## src/rtl/bus_pkg.sv

```systemverilog
// rtl/bus_pkg.sv - shared state enum and bus encodings for the parallel bus master
package bus_pkg;

    localparam int PHASE_CNT_W = 4;

    localparam logic BUS_READ  = 1'b1;
    localparam logic BUS_WRITE = 1'b0;

    typedef enum logic [2:0] {
        IDLE,
        SETUP,
        STROBE,
        HOLD,
        WAIT,
        RESP
    } bus_master_state_t;

endpackage

```

## src/rtl/bus_master_if.sv

```systemverilog
// rtl/bus_master_if.sv - request/response handshake and parallel bus pins of bus_master
interface bus_master_if #(
    parameter int ADDR_WIDTH = 8,
    parameter int DATA_WIDTH = 8
);

    logic                  req_valid;
    logic                  req_ready;
    logic                  req_write;
    logic [ADDR_WIDTH-1:0] req_addr;
    logic [DATA_WIDTH-1:0] req_wdata;

    logic                  rsp_valid;
    logic                  rsp_ready;
    logic [DATA_WIDTH-1:0] rsp_rdata;
    logic                  rsp_err;

    logic                  r_wn;
    logic [ADDR_WIDTH-1:0] addr;
    logic [DATA_WIDTH-1:0] wdata;
    logic [DATA_WIDTH-1:0] rdata;

    modport master (
        input  req_valid, req_write, req_addr, req_wdata, rsp_ready, rdata,
        output req_ready, rsp_valid, rsp_rdata, rsp_err, r_wn, addr, wdata
    );

    modport slave (
        output req_valid, req_write, req_addr, req_wdata, rsp_ready, rdata,
        input  req_ready, rsp_valid, rsp_rdata, rsp_err, r_wn, addr, wdata
    );

endinterface

```

## src/rtl/bus_cycle_timer.sv

```systemverilog
// rtl/bus_cycle_timer.sv - loadable down-counter timing the STROBE and WAIT phases
module bus_cycle_timer
    import bus_pkg::*;
(
    input  logic                   clk,
    input  logic                   rst_n,
    input  logic                   load,
    input  logic [PHASE_CNT_W-1:0] load_value,
    output logic [PHASE_CNT_W-1:0] value,
    output logic                   done
);

    // Saturates at zero; the FSM only looks at done while in a timed phase.
    always_ff @(posedge clk or negedge rst_n) begin
        if (!rst_n) begin
            value <= '0;
        end else if (load) begin
            value <= load_value;
        end else if (value != '0) begin
            value <= value - 1'b1;
        end
    end

    assign done = (value == '0);

endmodule

```

## src/rtl/bus_master.sv

```systemverilog
// rtl/bus_master.sv - single-outstanding parallel bus master; BUS_MASTER_RANGE_CHECK_EN enables the address range check
module bus_master
    import bus_pkg::*;
#(
    parameter int ADDR_WIDTH = 8,
    parameter int DATA_WIDTH = 8,
    parameter int WR_PULSE   = 1,
    parameter int RD_WAIT    = 1,
    parameter int ADDR_LIMIT = 2**ADDR_WIDTH
) (
    input  logic         clk,
    input  logic         rst_n,
    bus_master_if.master bus
);

    localparam logic [PHASE_CNT_W-1:0] WR_LOAD = PHASE_CNT_W'(WR_PULSE - 1);
    localparam logic [PHASE_CNT_W-1:0] RD_LOAD = PHASE_CNT_W'(RD_WAIT - 1);
    localparam logic [ADDR_WIDTH:0]    LIMIT   = (ADDR_WIDTH+1)'(ADDR_LIMIT);

    bus_master_state_t state, state_next;

    logic                   is_write;
    logic [ADDR_WIDTH-1:0]  addr_q;
    logic [DATA_WIDTH-1:0]  wdata_q;
    logic [DATA_WIDTH-1:0]  rdata_q;
    logic                   accept;
    logic                   out_of_range;
    logic                   timer_load;
    logic [PHASE_CNT_W-1:0] timer_value;
    logic [PHASE_CNT_W-1:0] timer_count;
    logic                   timer_done;

    assign accept = bus.req_valid && (state == IDLE);

`ifdef BUS_MASTER_RANGE_CHECK_EN
    logic err_q;

    assign out_of_range = ({1'b0, bus.req_addr} >= LIMIT);

    always_ff @(posedge clk or negedge rst_n) begin
        if (!rst_n) begin
            err_q <= 1'b0;
        end else if (accept) begin
            err_q <= out_of_range;
        end
    end

    assign bus.rsp_err = err_q;
`else
    logic unused_limit;

    assign unused_limit = ^LIMIT;
    assign out_of_range = 1'b0;
    assign bus.rsp_err  = 1'b0;
`endif

    bus_cycle_timer u_timer (
        .clk        (clk),
        .rst_n      (rst_n),
        .load       (timer_load),
        .load_value (timer_value),
        .value      (timer_count),
        .done       (timer_done)
    );

    always_ff @(posedge clk or negedge rst_n) begin
        if (!rst_n) begin
            state <= IDLE;
        end else begin
            state <= state_next;
        end
    end

    always_comb begin
        state_next  = state;
        timer_load  = 1'b0;
        timer_value = WR_LOAD;
        case (state)
            IDLE: begin
                if (bus.req_valid) begin
                    state_next = out_of_range ? RESP : SETUP;
                end
            end
            SETUP: begin
                timer_load = 1'b1;
                if (is_write) begin
                    state_next  = STROBE;
                    timer_value = WR_LOAD;
                end else begin
                    state_next  = WAIT;
                    timer_value = RD_LOAD;
                end
            end
            STROBE: begin
                if (timer_done) begin
                    state_next = HOLD;
                end
            end
            HOLD: state_next = RESP;
            WAIT: begin
                if (timer_done) begin
                    state_next = RESP;
                end
            end
            RESP: begin
                if (bus.rsp_ready) begin
                    state_next = IDLE;
                end
            end
            default: state_next = IDLE;
        endcase
    end

    // Rejected requests leave the bus pins untouched so endpoints see nothing.
    always_ff @(posedge clk or negedge rst_n) begin
        if (!rst_n) begin
            is_write <= 1'b0;
            addr_q   <= '0;
            wdata_q  <= '0;
            rdata_q  <= '0;
        end else begin
            if (accept) begin
                rdata_q <= '0;
                if (!out_of_range) begin
                    is_write <= bus.req_write;
                    addr_q   <= bus.req_addr;
                    wdata_q  <= bus.req_wdata;
                end
            end
            if ((state == WAIT) && timer_done) begin
                rdata_q <= bus.rdata;
            end
        end
    end

    assign bus.req_ready = (state == IDLE);
    assign bus.rsp_valid = (state == RESP);
    assign bus.rsp_rdata = rdata_q;
    assign bus.r_wn      = (state == STROBE) ? BUS_WRITE : BUS_READ;
    assign bus.addr      = addr_q;
    assign bus.wdata     = wdata_q;

endmodule
```

## src/flat_wrapper.sv

```systemverilog
// flat-port wrapper written by rule: the top's interface ports become plain ports
module bus_master_flat import bus_pkg::*;
#(
    parameter int ADDR_WIDTH = 8,
    parameter int DATA_WIDTH = 8,
    parameter int WR_PULSE   = 1,
    parameter int RD_WAIT    = 1,
    parameter int ADDR_LIMIT = 2**ADDR_WIDTH
)
  (clk, rst_n, bus_req_valid, bus_req_write, bus_req_addr, bus_req_wdata, bus_rsp_ready, bus_rdata, bus_req_ready, bus_rsp_valid, bus_rsp_rdata, bus_rsp_err, bus_r_wn, bus_addr, bus_wdata);
  bus_master_if #(.ADDR_WIDTH(ADDR_WIDTH), .DATA_WIDTH(DATA_WIDTH)) bus_i ();
  input  logic clk;
  input  logic rst_n;
  input wire logic [$bits(bus_i.req_valid)-1:0] bus_req_valid;
  input wire logic [$bits(bus_i.req_write)-1:0] bus_req_write;
  input wire logic [$bits(bus_i.req_addr)-1:0] bus_req_addr;
  input wire logic [$bits(bus_i.req_wdata)-1:0] bus_req_wdata;
  input wire logic [$bits(bus_i.rsp_ready)-1:0] bus_rsp_ready;
  input wire logic [$bits(bus_i.rdata)-1:0] bus_rdata;
  output wire logic [$bits(bus_i.req_ready)-1:0] bus_req_ready;
  output wire logic [$bits(bus_i.rsp_valid)-1:0] bus_rsp_valid;
  output wire logic [$bits(bus_i.rsp_rdata)-1:0] bus_rsp_rdata;
  output wire logic [$bits(bus_i.rsp_err)-1:0] bus_rsp_err;
  output wire logic [$bits(bus_i.r_wn)-1:0] bus_r_wn;
  output wire logic [$bits(bus_i.addr)-1:0] bus_addr;
  output wire logic [$bits(bus_i.wdata)-1:0] bus_wdata;
  assign bus_i.req_valid = bus_req_valid;
  assign bus_i.req_write = bus_req_write;
  assign bus_i.req_addr = bus_req_addr;
  assign bus_i.req_wdata = bus_req_wdata;
  assign bus_i.rsp_ready = bus_rsp_ready;
  assign bus_i.rdata = bus_rdata;
  assign bus_req_ready = bus_i.req_ready;
  assign bus_rsp_valid = bus_i.rsp_valid;
  assign bus_rsp_rdata = bus_i.rsp_rdata;
  assign bus_rsp_err = bus_i.rsp_err;
  assign bus_r_wn = bus_i.r_wn;
  assign bus_addr = bus_i.addr;
  assign bus_wdata = bus_i.wdata;
  bus_master #(.ADDR_WIDTH(ADDR_WIDTH), .DATA_WIDTH(DATA_WIDTH), .WR_PULSE(WR_PULSE), .RD_WAIT(RD_WAIT), .ADDR_LIMIT(ADDR_LIMIT)) u_core (.clk(clk), .rst_n(rst_n), .bus(bus_i));
endmodule
```

## config.mk

```make
export PLATFORM = sky130hd
export DESIGN_NAME = bus_master_flat
export DESIGN_NICKNAME = d
export VERILOG_FILES = /design/src/rtl/bus_pkg.sv /design/src/rtl/bus_master_if.sv /design/src/rtl/bus_cycle_timer.sv /design/src/rtl/bus_master.sv /design/src/flat_wrapper.sv
export SDC_FILE = /design/constraint.sdc
export NUM_CORES = 1
export LEC_CHECK = 0
export ABC_AREA = 1
export CAP_MARGIN = 10
export CELL_PAD_IN_SITES_DETAIL_PLACEMENT = 1
export CELL_PAD_IN_SITES_GLOBAL_PLACEMENT = 1
export CORE_ASPECT_RATIO = 0.6
export CORE_MARGIN = 1.5
export CORE_UTILIZATION = 35
export CTS_BUF_LIST = sky130_fd_sc_hd__clkbuf_8
export DETAILED_ROUTE_END_ITERATION = 16
export GPL_ROUTABILITY_DRIVEN = 1
export PLACE_DENSITY = 0.85
export SYNTH_ARGS = -nofsm -noshare
export SYNTH_HDL_FRONTEND = slang
export SYNTH_HIERARCHICAL = 1
export SYNTH_SLANG_ARGS = --single-unit
```

## constraint.sdc

```tcl
create_clock -name clk -period 3.7 [get_ports clk]
set_input_delay 0.74 -clock clk [delete_from_list [all_inputs] [get_ports clk]]
set_output_delay 0.74 -clock clk [all_outputs]
set_load 0.005 [all_outputs]
```

After elaboration in Yosys (flattened, before gate mapping):

Index checks and enable logic that the tools add are counted.

* equal/unequal tests: 9
* reduce and logical (&&, ||, !) cells: 8
* mux-type cells: 12
* add/subtract/negate cells: 1

Operators with widths (count)
* one-hot mux 3 bit (6 select lines): 1
* two-way mux 8 bit: 2
* two-way mux 3 bit: 5
* two-way mux 4 bit: 2
* equality test 3 x 2 -> 1 bit, second input constant: 2
* equality test 3 bit, second input constant: 2
* zero test 4 bit: 1
* != test 2 x 1 -> 1 bit, second input constant: 2
* != test 2 bit, second input constant: 2
* AND reduction 4 bit: 1
* nonzero test 2 bit: 2
* nonzero test 4 bit: 1
* subtractor 4 x 1 -> 4 bit, second input constant: 1
* equality test 3 x 1 -> 1 bit, second input constant: 1
* zero test 3 bit: 1
* logical AND 1 bit: 2
* two-way mux 1 bit: 2

* output and inout bits: 28
* bits in registers: 32
* logic and storage cells: 36

Logic depth before layout (Yosys ltp):

Gate-level depths: netlist of run 1.

* word-level depth: 4
* depth in mapped cells: 9

Cells and area by module:

Netlist of run 1, hierarchy kept.

By module, submodules not included
* bus_master: area each 1256.2 µm², times used 1, cells each 145, seq. area each 700.7 µm²
* bus_cycle_timer: area each 242.7 µm², times used 1, cells each 34, seq. area each 100.1 µm²

Least setup slack after synthesis of run 1:

Ideal clock, no wire load.

* path type: register to output
* from: reg u_core.state[1]
* to: out bus_req_ready
* path buffers: 1
* arrival time: 0.967 ns
* required time: 2.960 ns
* setup slack: 1.993 ns
* stages on the path, launching flop included: 5
* cell sequence: dfrtp_1 -> nor2_4 -> inv_2 -> nor2_8 -> buf_4

* cells in the longest elaborated chain, start to end: 1

Ends and longest elaborated chain
* start: declaration: line bus_master.sv:20 `bus_master_state_t state, state_next;`
* start signal: assignment: line bus_master.sv:70 `state <= state_next;`
* zero test 3 bit: line bus_master.sv:136 `assign bus.req_ready = (state == IDLE);`
* end: declaration: line flat_wrapper.sv:20 `output wire logic [$bits(bus_i.req_ready)-1:0] bus_req_ready;`

Every way passes these cells.

Worst setup path after layout of run 1:

Same ends and word-level chain as after synthesis.

==> results of run 1 <==
==> stage by stage <==
stage	total power [mW]	setup slack [ns]	utilization (%)	hold slack (ns)	area, um2
2_1_floorplan	1.02	1.99	-	0.442	1510
3_3_place_gp	1.35	1.38	51.1	0.454	2100
3_5_place_dp	1.39	1.30	51.1	0.467	2100
4_1_cts	1.67	1.10	53.3	0.482	2190
5_1_grt	1.79	1.05	53.3	0.499	2190
6_report	1.65	1.12	53.3	0.475	2190
==> Yosys cell counts <==
cell type / n
ha_1: 1
inv_2: 2
buf_6: 2
xnor2_1: 1
o21ai_1: 2
conb_1: 1
clkbuf_1: 1
nor2_2: 2
buf_2: 2
inv_1: 20
nor2_8: 1
o21ai_0: 12
nand2_4: 1
nand3_1: 29
nor2_1: 4
buf_4: 2
nand2_1: 60
dfrtp_1: 32
nor2_4: 1
a21oi_2: 1
nand3_2: 2
==> layer usage <==
| metal | routed length, um | global-route usage, % | up-vias |
|---|---|---|---|
| met4 | 0 | 5.56 | 0 |
| met3 | 184 | 5.52 | 0 |
| li1 | - | - | 673 |
| met1 | 1990 | 25.2 | 669 |
| met2 | 1850 | 29.6 | 38 |
| met5 | 0 | 0 | - |
==> cell families after synthesis <==
family,after synthesis,share of synthesized area [%]
AOI/OAI and AO/OA,15,5.26
xor gates and xnor gates,1,0.584
adders and majority gates,1,0.835
buffers and inverters,29,8.93
DFF,32,53.4
other,1,0.250
and+or+nand+nor,100,30.7
==> state kept, by name, indices dropped and copies added, names as in the netlist <==
signal                count
u_core/is_write           1
u_core/u_timer/value      4
u_core/bus.addr           8
u_core/bus.wdata          8
u_core/state              3
u_core/bus.rsp_rdata      8
==> how the worst max path moves through the flow <==
stage | from | end | slack, ns
global placement | bus_req_valid | u_core/is_write | 1.38
finish | u_core/state[1] | bus_req_ready | 1.12
floorplan | u_core/state[1] | bus_req_ready | 1.99
detailed placement | bus_req_valid | u_core/is_write | 1.30
CTS | u_core/state[1] | bus_req_ready | 1.10
global route | u_core/state[1] | bus_req_ready | 1.05
==> area by class of cell <==
class	instances	area [um2]	share of cell area, %
inverter	22	82.6	3.78
clock inverter	2	7.51	0.343
clock buffer	6	82.6	3.78
tap	60	75.1	3.43
sequential	32	801	36.6
timing repair buffer	56	558	25.5
multi-input combinational	122	579	26.5
==> power by group through the flow <==
stage,Clock (mW),Combinational [mW],Sequential (mW)
2_1_floorplan,0,0.410,0.609
3_3_place_gp,0,0.734,0.617
3_5_place_dp,0,0.767,0.621
4_1_cts,0.279,0.776,0.617
5_1_grt,0.293,0.863,0.637
6_report,0.272,0.767,0.616
==> tightest hold or removal path, cell delays in order (launching register included) <==
cell	delay [ns]
dfrtp_1	0.34
nand2_1	0.05
nand2_1	0.05
==> impl_metrics.py, run 1 <==
metrics = {
    "status": {
        "status": "finished clean",
    },
    "clocking": {
        "holdBufCountCts": 0,
        "cts_buffer_depth": 2,
        "clockRootBuffer": "clkbuf_8",
        "htreeDepth": 2,
        "cts.repair.resized": 0,
        "cts_setup_buffers": 0,
        "path_clk_slew_ns": 0.07,
        "cts_buffers": 5,
        "cts_sinks": 32,
        "clk_latency_ns": 0.27,
        "cts_tree": "yes",
    },
    "logic_synthesis": {
        "yosysSeqAreaShare_pct": 53.4,
        "syn_avg_cell_area_um2": 8.37,
        "syn-cell-area_um2": 1500,
        "synth_top_area_share_pct": 53.4,
        "synthCells": 179,
        "synth_cell_types": 21,
        "synth.area.top_cells": "dfrtp_1 53%, nand2_1 15%, nand3_1 9.7%",
        "synth_warnings": 6,
        "synth_top_area_cell": "dfrtp_1",
        "ys_ff_latch": 32,
    },
    "layout": {
        "fillCellCount": 502,
        "area_delta_synth_final_pct": 45.8,
        "final-instance-count-excl-fill": 300,
        "mostFrequentLayoutCells": "60 x nand2_1, 55 x clkdlybuf4s50_1, 32 x dfrtp_1",
        "fin_nets": 269,
        "diodes": 0,
        "final_common_cell": "nand2_1",
        "layout-drive-gt1-share_pct": 7.08,
    },
    "timing": {
        "hold_viol_final": 0,
        "tns_ns": 0,
        "finalSetupViolations": 0,
        "grt_setup_unrepaired": "no",
        "finClkSkew_ns": 0.00494,
        "max-slew-margin-rel_pct": 52.3,
        "fin_crit_sh_pct": 69.7,
        "period_minus_slack_ns": 2.58,
        "max_freq_mhz": 388,
        "report.final.slew_viol_count": 0,
        "tightestPinTransition_ns": 0.714,
    },
    "power_and_ir_drop": {
        "switching_share_pct": 37.9,
        "comb_power_share_pct": 46.3,
        "ir_drop_v": 0.000236,
        "net-switching-power_mw": 0.628,
        "seqPwrFrac_pct": 37.2,
        "p_int_mw": 1.03,
        "p_leak_nw": 1.09,
        "pwr-share-clk_pct": 16.4,
        "power_density_nw_per_um2": 757,
    },
    "drt": {
        "viasPerCell": 4.60,
        "vias": 1380,
        "route.detailed.drc": 0,
        "wl_per_cell_um": 13.4,
        "routed_wl_um": 4030,
        "detail-route-antenna-nets": 0,
        "dr.pass1.iters": 4,
        "first_iter_violations": 26,
    },
    "hold_path": {
        "min_to": "u_core/bus.addr[0]",
        "hold_start": "u_core/bus.addr[0]",
        "worstHoldPathType": "register to register",
        "whs_path_depth": 2,
    },
    "grt": {
        "antenna_found_initial": 0,
        "grt_pass1_wl_um": 6400,
        "grt_max_degree": 33,
        "grt_overflow": 0,
        "grt_pass1_vias": 1318,
        "grt_usage_pct": 18.7,
    },
    "critical_path": {
        "critPathKind": "register to output pin",
        "worstPathMaxFanout": 18,
        "worst-path-buf-inv": 2,
        "arrival_ns": 1.84,
        "crit_chain": "nor2_4, inv_2, nor2_8, clkdlybuf4s50_1",
        "reg2reg_slack_ns": 2.01,
        "max_stage_delay_ns": 0.57,
        "cp_slowest_cell": "clkdlybuf4s50_1",
        "critPathLaunchType": "register",
        "crit_family": "buffers and inverters",
        "r2r-end": "u_core/u_timer/value[3]",
        "reg2reg_from": "u_core/state[2]",
        "path_depth": 4,
        "critPathRequiredTime_ns": 2.96,
        "endpoint_kind": "output pin",
        "reg2reg_depth": 8,
    },
    "floorplan": {
        "die_area_um2": 4700,
        "start_util_pct": 36.6,
        "num_rows": 18,
        "die_x_um": 87.5,
        "core_area_um2": 4100,
        "ios": 57,
        "die_h_um": 53.7,
    },
    "place": {
        "gp_congestion": 0.789,
        "port_buffers": 55,
        "place_hpwl_um": 2920,
        "dp.cells": 292,
    },
    "job": {
        "drv_cap": 0,
    },
}
No activity file was read; power rests on OpenSTA's default activity.
==> run 2: changes to the inputs <==
Settings changed: CORE_UTILIZATION 35 to 29, PLACE_DENSITY 0.85 to 0.74.
Clock period 3.7 ns to 2.09 ns, I/O delays scaled along.
==> impl_metrics.py, run 2 (same netlist as run 1, synthesis figures left out) <==
metrics = {
    "critical_path": {
        "reg2reg_slack_ns": 0.47,
        "r2r-end": "u_core/is_write",
        "endpoint_kind": "output pin",
        "crit_chain": "nor2_4, inv_2, nor2_8, clkdlybuf4s50_1",
        "arrival_ns": 1.60,
        "reg2reg_from": "u_core/state[0]",
        "crit_family": "buffers and inverters",
        "worstPathMaxFanout": 4,
        "reg2reg_depth": 7,
        "critPathRequiredTime_ns": 1.67,
        "max_stage_delay_ns": 0.52,
        "critPathLaunchType": "register",
        "path_depth": 4,
        "worst-path-buf-inv": 2,
        "critPathKind": "register to output pin",
        "cp_slowest_cell": "clkdlybuf4s50_1",
    },
    "drt": {
        "routed_wl_um": 3720,
        "first_iter_violations": 49,
        "wl_per_cell_um": 12.1,
        "detail-route-antenna-nets": 0,
        "route.detailed.drc": 0,
        "viasPerCell": 4.40,
        "vias": 1354,
        "dr.pass1.iters": 6,
    },
    "layout": {
        "layout-drive-gt1-share_pct": 8.68,
        "utilization_pct": 44.0,
        "area_delta_synth_final_pct": 47.5,
        "fin_nets": 271,
        "final_common_cell": "nand2_1",
        "fillCellCount": 591,
        "mostFrequentLayoutCells": "60 x nand2_1, 55 x clkdlybuf4s50_1, 30 x dfrtp_1",
        "diodes": 0,
    },
    "place": {
        "port_buffers": 55,
        "pre_cts_ws_ns": 0.324,
        "place_hpwl_um": 2740,
        "gp_congestion": 0.800,
    },
    "grt": {
        "antenna_found_initial": 0,
        "grt_pass1_wl_um": 6150,
        "grt_max_degree": 33,
        "grt_pass1_vias": 1374,
        "grt_overflow": 0,
        "grt_usage_pct": 14.5,
    },
    "clocking": {
        "path_clk_slew_ns": 0.07,
        "clk_latency_ns": 0.27,
        "cts_buffer_depth": 2,
        "htreeDepth": 2,
        "cts_sinks": 32,
        "cts_buffers": 5,
        "clockRootBuffer": "clkbuf_8",
        "cts_tree": "yes",
        "holdBufCountCts": 0,
    },
    "timing": {
        "grt_setup_unrepaired": "no",
        "report.final.slew_viol_count": 0,
        "period_minus_slack_ns": 2.02,
        "finalWorstSetupSlack_ns": 0.0737,
        "finClkSkew_ns": 0.00392,
        "tns_ns": 0,
        "fin_crit_sh_pct": 96.5,
        "max_freq_mhz": 496,
        "finalSetupViolations": 0,
        "hold_viol_final": 0,
    },
    "hold_path": {
        "whs_path_depth": 2,
        "min_to": "u_core/bus.addr[4]",
        "hold_start": "u_core/bus.addr[4]",
        "worstHoldPathType": "register to register",
    },
    "power_and_ir_drop": {
        "ir_drop_v": 0.000423,
        "p_leak_nw": 1.10,
        "power_density_nw_per_um2": 1310,
    },
    "job": {
        "drv_cap": 0,
    },
    "floorplan": {
        "die_h_um": 58.7,
        "start_util_pct": 29.8,
        "die_area_um2": 5620,
        "num_rows": 20,
        "ios": 57,
        "core_area_um2": 5030,
        "die_x_um": 95.8,
    },
    "status": {
        "status": "finished clean",
    },
}
==> run 2: cell count changes in the layout (fill, tap and decap cells not counted), sizes merged <==
cell	change
buf	+2
==> run 2: timing repair <==
item,CTS,global route
setup buffers,0,0
endpoints found under the setup margin,0,2
gates resized for setup,0,2
==> run 2: worst reg2reg max path, cell delays in order, from the launching register on <==
cell and delay (ns):
dfrtp_1 0.45, nor2_4 0.19, inv_2 0.08, nor2_8 0.08, buf_4 0.23, nand2_4 0.23
nor2_1 0.19, a21oi_2 0.04
==> run 2: through the flow <==
step / cells / total power [mW] / hold WS [ns] / instance area (um2)
after floorplan: 183 / 1.80 / 0.122 / 1510
after global placement: 300 / 2.42 / 0.453 / 2120
after detailed placement: 300 / 2.47 / 0.462 / 2120
after CTS: 308 / 2.96 / 0.478 / 2210
after global routing: 308 / 3.18 / 0.501 / 2210
final: 308 / 2.90 / 0.473 / 2210
==> run 2: cell type report <==
type / instances / area [um2] / share of cell area [%]
clock buffers: 6 / 82.6 / 3.74
clock inverters: 2 / 7.51 / 0.340
inverters: 22 / 82.6 / 3.74
multi-input cells: 122 / 579 / 26.2
flip-flops and latches: 32 / 803 / 36.3
well taps: 66 / 82.6 / 3.74
repair buffers: 58 / 573 / 25.9
==> run 2: power breakdown <==
part           switching [mW]  internal [mW]  leakage (nW)
sequential              0.196          0.891         0.404
combinational           0.663          0.688         0.643
clock                   0.207          0.258        0.0538
==> run 2: worst max-delay path by stage <==
stage | startpoint | slack, ns | to
2_1_floorplan | u_core/state[1] | 0.70 | bus_req_ready
3_3_place_gp | u_core/state[1] | 0.37 | bus_req_ready
3_5_place_dp | u_core/state[1] | 0.32 | bus_req_ready
4_1_cts | u_core/state[1] | 0.02 | bus_req_ready
5_1_grt | u_core/state[0] | 0.008 | bus_req_ready
6_report | u_core/state[0] | 0.07 | bus_req_ready
==> run 2: per-layer routing <==
metal | vias up | global-route usage, % | share of wire, %
li1 | 678 | - | -
met1 | 642 | 18.8 | 49
met2 | 32 | 22.9 | 44
met3 | 2 | 4.78 | 5.5
met4 | 0 | 5.04 | 0.94
met5 | - | 0 | 0
==> run 3: changes to the inputs <==
Settings changed: CORE_ASPECT_RATIO 0.6 to 1.5.
Clock period 2.09 ns to 1.7 ns, I/O delays scaled along.
==> impl_metrics.py, run 3 (same netlist as run 1, synthesis figures left out) <==
metrics = {
    "status": {
        "status": "finished clean",
    },
    "grt": {
        "antenna_found_initial": 0,
        "grt_overflow": 0,
        "grt_pass1_vias": 1524,
        "grt_max_degree": 33,
        "grt_pass1_wl_um": 7080,
        "grt_usage_pct": 16.6,
    },
    "place": {
        "dp.cells": 303,
        "place_area_um2": 2140,
        "pre_cts_ws_ns": 0.0892,
        "place_hpwl_um": 2900,
        "port_buffers": 55,
        "gp_congestion": 0.750,
    },
    "clocking": {
        "cts_sinks": 32,
        "htreeDepth": 2,
        "clockRootBuffer": "clkbuf_8",
        "path_clk_slew_ns": 0.07,
        "cts_buffer_depth": 2,
        "cts_tree": "yes",
        "clk_latency_ns": 0.28,
        "cts_buffers": 5,
    },
    "power_and_ir_drop": {
        "p_leak_nw": 1.14,
        "seqPwrFrac_pct": 34.2,
        "power_density_nw_per_um2": 1640,
        "switching_share_pct": 37.4,
        "net-switching-power_mw": 1.40,
        "ir_drop_v": 0.000863,
        "pwr-share-clk_pct": 15.8,
        "p_int_mw": 2.35,
        "comb_power_share_pct": 50.0,
    },
    "critical_path": {
        "arrival_ns": 1.22,
        "reg2reg_from": "u_core/state[1]",
        "worstPathMaxFanout": 3,
        "cp_slowest_cell": "dfrtp_2",
        "crit_chain": "buf_4, nor2_4, inv_2, nor2_8, clkbuf_2",
        "critPathRequiredTime_ns": 1.36,
        "critPathLaunchType": "register",
        "critPathKind": "register to output pin",
        "max_stage_delay_ns": 0.42,
        "endpoint_kind": "output pin",
        "startpoint": "u_core/state[1]",
    },
    "floorplan": {
        "num_rows": 31,
        "die_x_um": 61.7,
        "die_h_um": 91.1,
        "start_util_pct": 30.7,
        "core_area_um2": 4890,
        "ios": 57,
        "die_area_um2": 5620,
    },
    "layout": {
        "final_common_cell": "nand2_1",
        "final-instance-count-excl-fill": 316,
        "area_delta_synth_final_pct": 52.3,
        "fin_nets": 279,
        "stdcell_area_um2": 2280,
        "layout-drive-gt1-share_pct": 12.0,
        "mostFrequentLayoutCells": "60 x nand2_1, 52 x clkdlybuf4s50_1, 31 x dfrtp_1",
        "diodes": 0,
    },
    "timing": {
        "hold_viol_final": 0,
        "finClkSkew_ns": 0.00418,
        "finalSetupViolations": 0,
        "tns_ns": 0,
        "max_freq_mhz": 640,
        "fin_crit_sh_pct": 92.0,
        "grt_setup_unrepaired": "no",
        "report.final.slew_viol_count": 0,
        "period_minus_slack_ns": 1.56,
        "finalWorstSetupSlack_ns": 0.137,
    },
    "drt": {
        "vias": 1382,
        "detail-route-antenna-nets": 0,
        "first_iter_violations": 10,
        "routed_wl_um": 3940,
        "route.detailed.drc": 0,
        "dr.pass1.iters": 2,
        "wl_per_cell_um": 12.5,
        "viasPerCell": 4.37,
    },
    "hold_path": {
        "worstHoldPathType": "input pin to asynchronous set/reset pin",
    },
    "job": {
        "drv_cap": 0,
    },
}
==> run 3: repair_timing <==
item | CTS | global route
resized for setup | 6 | 3
hold buffers | 0 | 0
setup endpoints to repair | 3 | 11
buffers inserted | 5 | 0
==> run 3: cell type report <==
| type | count | area [um2] |
|---|---|---|
| clock buffers | 6 | 82.6 |
| clock inverters | 2 | 7.51 |
| fillers | 627 | 2600 |
| inverters | 22 | 82.6 |
| multi-input cells | 122 | 601 |
| flip-flops and latches | 32 | 802 |
| well taps | 66 | 82.6 |
| repair buffers | 66 | 626 |
==> run 3: stage by stage <==
stage	power [mW]	utilization [%]	hold WS [ns]
global route	4.12	46.7	0.497
detailed placement	3.10	43.8	0.458
finish	3.74	46.7	0.455
global placement	3.05	43.8	0.453
floorplan	2.22	-	0.0444
CTS	3.80	46.5	0.468
==> run 3: path summary, 6_finish.rpt <==
| path | to | slack, ns | cells past startpoint |
|---|---|---|---|
| max in group asynchronous | u_core/state[1] | 0.92 | 2 |
| hold reg to reg | u_core/bus.wdata[7] | 0.47 | 2 |
| hold / removal | u_core/bus.wdata[7] | 0.46 | 2 |
| min in group clk | u_core/bus.wdata[7] | 0.47 | 2 |
| setup reg to reg | u_core/is_write | 0.15 | 8 |
| setup / recovery | bus_req_ready | 0.14 | 5 |
==> run 3: worst max-delay path, delay by kind of cell, from the launching register on <==
family | cells | cell delay [ns]
buffers and inverters | 3 | 0.35
flip-flops | 1 | 0.42
AND/OR/NAND/NOR | 2 | 0.18
==> run 3: power by group through the flow <==
stage               Clock (mW)  Combinational, mW  Sequential, mW
finish                   0.590               1.87            1.28
global route             0.657               2.13            1.33
CTS                      0.619               1.89            1.29
detailed placement           0               1.79            1.31
global placement             0               1.74            1.31
floorplan                    0              0.893            1.33
==> run 3: per-layer routing <==
layer | global-route usage [%] | vias up | share of wire (%)
li1 | - | 692 | -
met1 | 19.4 | 647 | 37
met2 | 27.2 | 38 | 54
met3 | 5.56 | 5 | 7.1
met4 | 6.38 | 0 | 1.8
met5 | 0 | - | 0
